## config.mk

```make
export PLATFORM = sky130hd
export DESIGN_NAME = branch_fb_queue
export DESIGN_NICKNAME = d
export VERILOG_FILES = /design/src/rtl/riscv_pkg.sv /design/src/rtl/fb_starve_guard.sv /design/src/rtl/branch_fb_queue.sv
export SDC_FILE = /design/constraint.sdc
export NUM_CORES = 1
export LEC_CHECK = 0
export CAP_MARGIN = 10
export CORE_ASPECT_RATIO = 0.5
export CORE_MARGIN = 10
export CORE_UTILIZATION = 54
export CTS_CLUSTER_SIZE = 40
export DETAILED_ROUTE_END_ITERATION = 8
export GPL_ROUTABILITY_DRIVEN = 0
export PLACE_DENSITY = 0.78
export SLEW_MARGIN = 20
export SYNTH_ARGS = -nofsm -noshare
export SYNTH_HDL_FRONTEND = slang
export SYNTH_HIERARCHICAL = 1
export SYNTH_SLANG_ARGS = --single-unit
```

## constraint.sdc

```tcl
create_clock -name clk -period 3.77 [get_ports clk]
set_input_delay 0.377 -clock clk [delete_from_list [all_inputs] [get_ports clk]]
set_output_delay 0.377 -clock clk [all_outputs]
set_load 0.05 [all_outputs]
```

## src/rtl/riscv_pkg.sv

```systemverilog
// Shared core types: branch outcome, feedback queue entry, starvation FSM states.
// ADDR_WIDTH defaults to 32 when the build does not set it.
`ifndef ADDR_WIDTH
`define ADDR_WIDTH 32
`endif

package riscv_pkg;

  localparam int ADDR_W = `ADDR_WIDTH;

  typedef enum logic {
    NOT_TAKEN = 1'b0,
    TAKEN     = 1'b1
  } BranchOutcome;

  typedef struct packed {
    logic [ADDR_W-1:0] pc;
    BranchOutcome      outcome;
  } fb_entry_t;

  typedef enum logic [1:0] {
    IDLE = 2'd0,
    WAIT = 2'd1,
    HOLD = 2'd2
  } starve_state_t;

  function automatic logic [1:0] min2(
    input logic [1:0] a,
    input logic [1:0] b
  );
    return (a < b) ? a : b;
  endfunction

endpackage

```

## src/rtl/fb_starve_guard.sv

```systemverilog
// Starvation guard: counts consecutive cycles with queued feedback but no drain
// and raises fetch_hold once STARVE_LIMIT is reached.
module fb_starve_guard
  import riscv_pkg::*;
#(
  parameter int STARVE_LIMIT = 16
) (
  input  logic clk,
  input  logic reset,
  input  logic count_nz,
  input  logic drain_nz,
  output logic fetch_hold
);

  localparam int CW = $clog2(STARVE_LIMIT) + 1;

  starve_state_t state;
  logic [CW-1:0] cnt;
  logic [CW-1:0] cnt_inc;

  assign cnt_inc    = cnt + CW'(1);
  assign fetch_hold = (state == HOLD);

  always_ff @(posedge clk) begin
    if (reset) begin
      state <= IDLE;
      cnt   <= '0;
    end else begin
      unique case (state)
        IDLE: begin
          if (count_nz && !drain_nz) begin
            state <= WAIT;
            cnt   <= CW'(1);
          end
        end
        WAIT: begin
          if (drain_nz || !count_nz) begin
            state <= IDLE;
            cnt   <= '0;
          end else begin
            cnt <= cnt_inc;
            if (cnt_inc == CW'(STARVE_LIMIT))
              state <= HOLD;
          end
        end
        HOLD: begin
          if (drain_nz || !count_nz) begin
            state <= IDLE;
            cnt   <= '0;
          end
        end
        default: begin
          state <= IDLE;
          cnt   <= '0;
        end
      endcase
    end
  end

endmodule

```

## src/rtl/branch_fb_queue.sv

```systemverilog
// Resolved-branch feedback queue feeding gshare only through free BRAM ports.
// Optional same-cycle bypass when empty: define BRANCH_FB_BYPASS_EN.
module branch_fb_queue
  import riscv_pkg::*;
#(
  parameter int DEPTH        = 8,
  parameter int STARVE_LIMIT = 16
) (
  input  logic                     clk,
  input  logic                     reset,
  input  logic [1:0]               res_valid,
  input  logic [ADDR_W-1:0]        res_pc [2],
  input  BranchOutcome             res_outcome [2],
  output logic                     res_ready,
  input  logic [1:0]               pred_addr_valid,
  output logic [1:0]               fb_if_branch,
  output logic [ADDR_W-1:0]        fb_branch_pc [2],
  output BranchOutcome             fb_outcome [2],
  output logic                     fetch_hold,
  output logic [$clog2(DEPTH):0]   occupancy
);

  localparam int PW = $clog2(DEPTH);
  localparam int CW = PW + 1;

  fb_entry_t      mem [DEPTH];
  logic [PW-1:0]  head;
  logic [PW-1:0]  tail;
  logic [CW-1:0]  count;
  logic [PW-1:0]  head1;
  logic [PW-1:0]  tail1;

  fb_entry_t  in0, in1, wr0, wr1, rd0, rd1;
  logic [1:0] free, n_in, n_byp, n_wr, drain;

  assign head1     = head + PW'(1);
  assign tail1     = tail + PW'(1);
  assign res_ready = (count <= CW'(DEPTH - 2));
  assign occupancy = count;
  assign rd0       = mem[head];
  assign rd1       = mem[head1];

  always_comb begin
    free = 2'd2 - {1'b0, pred_addr_valid[0]} - {1'b0, pred_addr_valid[1]};
    in1  = '{pc: res_pc[1], outcome: res_outcome[1]};
    in0  = res_valid[0] ? '{pc: res_pc[0], outcome: res_outcome[0]} : in1;
    n_in = res_ready ? ({1'b0, res_valid[0]} + {1'b0, res_valid[1]}) : 2'd0;
    if (count == '0)
      drain = 2'd0;
    else if (count == CW'(1))
      drain = min2(2'd1, free);
    else
      drain = free;
    n_byp = 2'd0;
`ifdef BRANCH_FB_BYPASS_EN
    if (count == '0 && !reset)
      n_byp = min2(n_in, free);
`endif
    n_wr = n_in - n_byp;
    wr0  = (n_byp == 2'd1) ? in1 : in0;
    wr1  = in1;

    fb_if_branch    = 2'b00;
    fb_branch_pc[0] = '0;
    fb_branch_pc[1] = '0;
    fb_outcome[0]   = NOT_TAKEN;
    fb_outcome[1]   = NOT_TAKEN;
    // Bypass only happens with an empty queue, so it never competes with storage
    if (n_byp != 2'd0) begin
      fb_if_branch[0] = 1'b1;
      fb_branch_pc[0] = in0.pc;
      fb_outcome[0]   = in0.outcome;
      if (n_byp == 2'd2) begin
        fb_if_branch[1] = 1'b1;
        fb_branch_pc[1] = in1.pc;
        fb_outcome[1]   = in1.outcome;
      end
    end else begin
      if (drain != 2'd0) begin
        fb_if_branch[0] = 1'b1;
        fb_branch_pc[0] = rd0.pc;
        fb_outcome[0]   = rd0.outcome;
      end
      if (drain == 2'd2) begin
        fb_if_branch[1] = 1'b1;
        fb_branch_pc[1] = rd1.pc;
        fb_outcome[1]   = rd1.outcome;
      end
    end
  end

  always_ff @(posedge clk) begin
    if (reset) begin
      head  <= '0;
      tail  <= '0;
      count <= '0;
    end else begin
      if (n_wr != 2'd0)
        mem[tail] <= wr0;
      if (n_wr == 2'd2)
        mem[tail1] <= wr1;
      tail  <= tail + PW'(n_wr);
      head  <= head + PW'(drain);
      count <= count + CW'(n_wr) - CW'(drain);
    end
  end

  fb_starve_guard #(
    .STARVE_LIMIT(STARVE_LIMIT)
  ) u_guard (
    .clk       (clk),
    .reset     (reset),
    .count_nz  (count != '0),
    .drain_nz  (drain != 2'd0),
    .fetch_hold(fetch_hold)
  );

endmodule

```

; Word-level counts from Yosys, hierarchy flattened
; Memories as Yosys holds them, arrays and structs flattened. A register that Yosys moved wholly into a read port is not among the register bits.
; Index checks and enable logic that the tools add are counted.
[classes]
addsub = 10
magnitude_cmp = 2
n_eq_ne = 9
n_mux = 27
n_reduce_logical = 11
[ops]
columns = op, count
row1 = $mux W32, 2
row2 = $mux W33, 1
row3 = $mux W2, 8
row4 = $mux W5, 3
row5 = $pmux W5 S3, 1
row6 = $mux W1, 10
row7 = $add A3 B1 Y3 const B, 2
row8 = $add A3 B2 Y3, 2
row9 = $eq A2 B2 Y1 const B, 3
row10 = $pmux W2 S3, 1
row11 = $add A5 B1 Y5 const B, 1
row12 = $eq A5 B5 Y1 const B, 1
row13 = $add A4 B2 Y4, 1
row14 = $eq A4 B1 Y1 const B, 1
row15 = $le A4 B3 Y1 const B, 1
row16 = $logic_not A4 Y1, 1
row17 = $ne A2 B1 Y1 const B, 2
row18 = $reduce_bool A2 Y1, 2
row19 = $reduce_bool A4 Y1, 1
row20 = $sub A4 B2 Y4, 1
row21 = $mux W3, 1
row22 = $ne A3 B1 Y1 const B, 1
row23 = $reduce_and A3 Y1, 1
row24 = $add A1 B1 Y2, 1
row25 = other kinds (9), 10
[word_totals]
ff_bits = 17
ramBits = 264
in_bits = 72
out_inout_bits = 74
elab_cells = 65
mem_count = 1
[memory_table]
columns = name, words, word_bits, rd, rd_clocked_by_memory_dff, wr, line_no
row1 = mem, 8, 33, 2, 1, 2, branch_fb_queue.sv:26  ; fb_entry_t mem [DEPTH];

; Logic depth before layout (Yosys ltp)
[logic_depth]
ltp_word = 11
depth_mapped = 14
depth_no_buf = 14

; Cells and area by module
; Netlist, hierarchy kept.
[modules_own_cells]
columns = module, instances, cells_each, area_each_um2, seq_area_each_um2
row1 = branch_fb_queue, 1, 1284, 16938.7, 8127.8
row2 = fb_starve_guard, 1, 55, 479.2, 140.1

; Worst setup path before layout
; Ideal clock, no wire load.
[synth_timing]
path_kind = reg2out
from = register count[2] (netlist: occupancy[2])
to = output port fb_branch_pc[22] in the netlist's numbering
arrival_ns = 3.449
required_time_ns = 3.393
path_slack_ns = -0.056
stages_incl_launch_ff = 8
path_buffers = 1
path_cell_list = dfxtp_1 > inv_1 > ha_1 > nor2b_1 > nor3b_1 > clkbuf_1 > o21ai_0 > nor3_1
[synth_lines]
columns = item, line_no
row1 = from (decl), branch_fb_queue.sv:29  ; logic [CW-1:0] count;
row2 = from (signal assigned), branch_fb_queue.sv:104  ; count <= count + CW'(n_wr) - CW'(drain);
row3 = to (decl), branch_fb_queue.sv:17  ; output logic [ADDR_W-1:0] fb_branch_pc [2],

==> flow_metrics.tcl <==
set metrics [dict create \
    status "complete, no violations" \
    powerDensity_nw_per_um2 698 \
    synth_commonest_cells "457 x mux2_2, 264 x edfxtp_1, 69 x nor3_1" \
    cp_max_fo 25 \
    path_class "reg2out" \
    die_y_um 147 \
    cts.sinks 281 \
    cp.required_ns 3.39 \
    tightest_slew_ns 1.15 \
    seq_area_frac_synth_pct 47.5 \
    reg2reg_to "occupancy[3]" \
    startpoint "head[0]" \
    yosysMostFrequentCell "mux2_2" \
    post_drt_wl_per_cell_um 26.5 \
    antenna_found_initial 1 \
    yosys.area.top_type_share_pct 45.5 \
    clk_pin_slew_ns 0.06 \
    drv_slew 0 \
    critPathCaptureType "output pin" \
    root_buffer "clkbuf_16" \
    r2r.worst_path.cells 13 \
    maxCapViolCount 0 \
    vias 12446 \
    whs_ns 0.545 \
    syn_nets 1430 \
    via_per_inst 6.52 \
    slew-limit-headroom_pct 23.5 \
    fin_crit_sh_pct 95.5 \
    holdPathStages 2 \
    placed_cell_area_um2 19700 \
    final_area_um2 20700 \
    cts-resized-gates 0 \
    clock_latency_ns 0.57 \
    synthToLayoutAreaGrowth_pct 18.8 \
    grt_pass1_vias 12779 \
    synthCells 1339 \
    core_area_um2 31700 \
    worstHoldStart "u_guard/cnt[2]" \
    die_w_um 274 \
    synthFlopType "edfxtp_1" \
    dieArea_um2 40300 \
    fin_tns_setup_ns 0 \
    drtIter0Drc 1134 \
    critPathLaunchType "flip-flop" \
    cts_tree "built" \
    grt_usage_pct 24.2 \
    overflow 0 \
    cts_max_level 1 \
    finalPower_mw 14.4 \
    ys_types 54 \
    grt_max_degree 76 \
    postRouteAntennaNets 0 \
    ys_seq_elements 281 \
    finalHoldViolCount 0 \
    layout-drive-gt1-share_pct 44.2 \
    ir_drop_uv 534 \
    num-nets-final 1546 \
    min_path_type "reg2reg" \
    power_leakage_nw 6.94 \
    n_fill_cell 2216 \
    route.detailed.drc 0 \
    clk_path_buf_depth 3 \
    fmax_mhz 278 \
    io_pins 146 \
    syn_area_per_cell_um2 13.0 \
    initial_core_util_pct 54.9 \
    synth.largest_area_cell "edfxtp_1" \
    dpl.cell_count 1856 \
    grt_first_pass_wirelength_mm 76.5 \
    r2r_start "occupancy[3]" \
    io_buffers 145 \
    fin_skew_ns 0.00938 \
    synth_area_um2 17400 \
    num_rows 46 \
    ys_warn_count 6 \
    synth-edff-count 264 \
    finalWirelength_mm 50.7 \
    place_hpwl_mm 30.5 \
    instances_no_fill 1910 \
    arrival_ns 3.22 \
    finalWorstPathRequiredPeriod_ns 3.60 \
    finalSetupViolCount 0 \
    synth-async-reset-ratio_pct 0 \
    cts_buffers 28 \
    r2r_setup_slack_ns 0.62 \
    rsz0062_at_grt "no" \
    holdPathEnd "u_guard/cnt[2]" \
    synthTopCellsByArea "edfxtp_1 46%, mux2_2 30%, mux2i_1 3.9%" \
    drtPass1Iterations 5 \
]
worst max-delay path by stage:
stage,to,slack (ns),depth (start not counted)
after floorplan,mem[0][0],0.11,4
after global placement,mem[3][7],0.69,7
after detailed placement,mem[3][7],0.64,7
after CTS,fb_branch_pc[13],0.12,6
after global routing,fb_branch_pc[7],0.10,7
final,fb_branch_pc[7],0.17,7
critical path, cell delays in order, from the launching register on:
cell      delay [ns]
dfxtp_1         0.53
ha_4            0.19
xnor2_1         0.17
or2_2           0.76
buf_4           0.33
a211oi_1        0.07
nor3_1          0.41
buf_12          0.20
area by class of cell:
class                      instances  area, um2  area share [%]
timing repair buffer             193       2130            10.3
multi-input combinational        934       8730            42.2
tap                              432        541            2.61
sequential                       281       8270            40.0
inverter                          17       63.8           0.308
antenna                            1       2.50          0.0121
clock inverter                    20        238            1.15
clock buffer                      32        716            3.46
registers in the layout (all words and copies together), names as in the netlist:
name           cells
mem              264
occupancy          4
u_guard/state      2
head               3
u_guard/cnt        5
tail               3
power by group:
| group | total [mW] | switching [mW] | internal (mW) |
|---|---|---|---|
| combinational | 7.58 | 4.53 | 3.05 |
| clock | 2.94 | 1.23 | 1.71 |
| sequential | 3.92 | 0.201 | 3.72 |
| total | 14.4 | 5.96 | 8.48 |
cells by family (layout without fill, tap and decap cells):
family,count (synthesis),in the layout,synth area share [%]
adders and majority gates,19,19,1.54
and+or+nand+nor,186,186,6.09
DFF,281,281,47.5
buffers and inverters,124,262,3.30
AOI/OAI and AO/OA,189,189,7.32
xor gates and xnor gates,10,10,0.503
other,0,1,0
muxes,530,530,33.8
cell usage in the layout, fill, tap and decap left out, drive strengths merged, types with 2 or more instances in the layout:
master / n
mux2: 463
edfxtp: 264
buf: 116
clkdlybuf4s50: 77
nor3: 70
mux2i: 67
o22ai: 66
nor2b: 44
o21ai: 35
a22o: 33
a211oi: 33
clkbuf: 32
nor2: 22
inv: 18
dfxtp: 17
ha: 15
clkinv: 14
nand2: 11
a21oi: 10
xnor2: 8
nand3: 8
nand2b: 7
bufinv: 5
nand3b: 4
fa: 4
a31oi: 3
a21o: 3
and2: 3
or2: 3
nor4: 3
a22oi: 2
xor2: 2
and2b: 2
nor3b: 2
or3: 2
through the flow:
step	utilization [%]	setup WS, ns
floorplan	-	0.114
global placement	62.2	0.687
detailed placement	62.2	0.639
CTS	65.2	0.120
global route	65.2	0.104
finish	65.2	0.170
metal layers:
metal,track usage (%),share of wire (%),routed length (um)
met5,0,0,0
met4,8.09,3.3,1680
met3,3.40,8.0,4080
met2,42.0,50,25300
met1,30.5,39,19600
repair_timing:
| item | in CTS | in global routing |
|---|---|---|
| endpoints found under the setup margin | 0 | 12 |
| buffers inserted | 0 | 1 |
| hold buffers | 0 | 0 |
(Power assumes the default switching activity.)
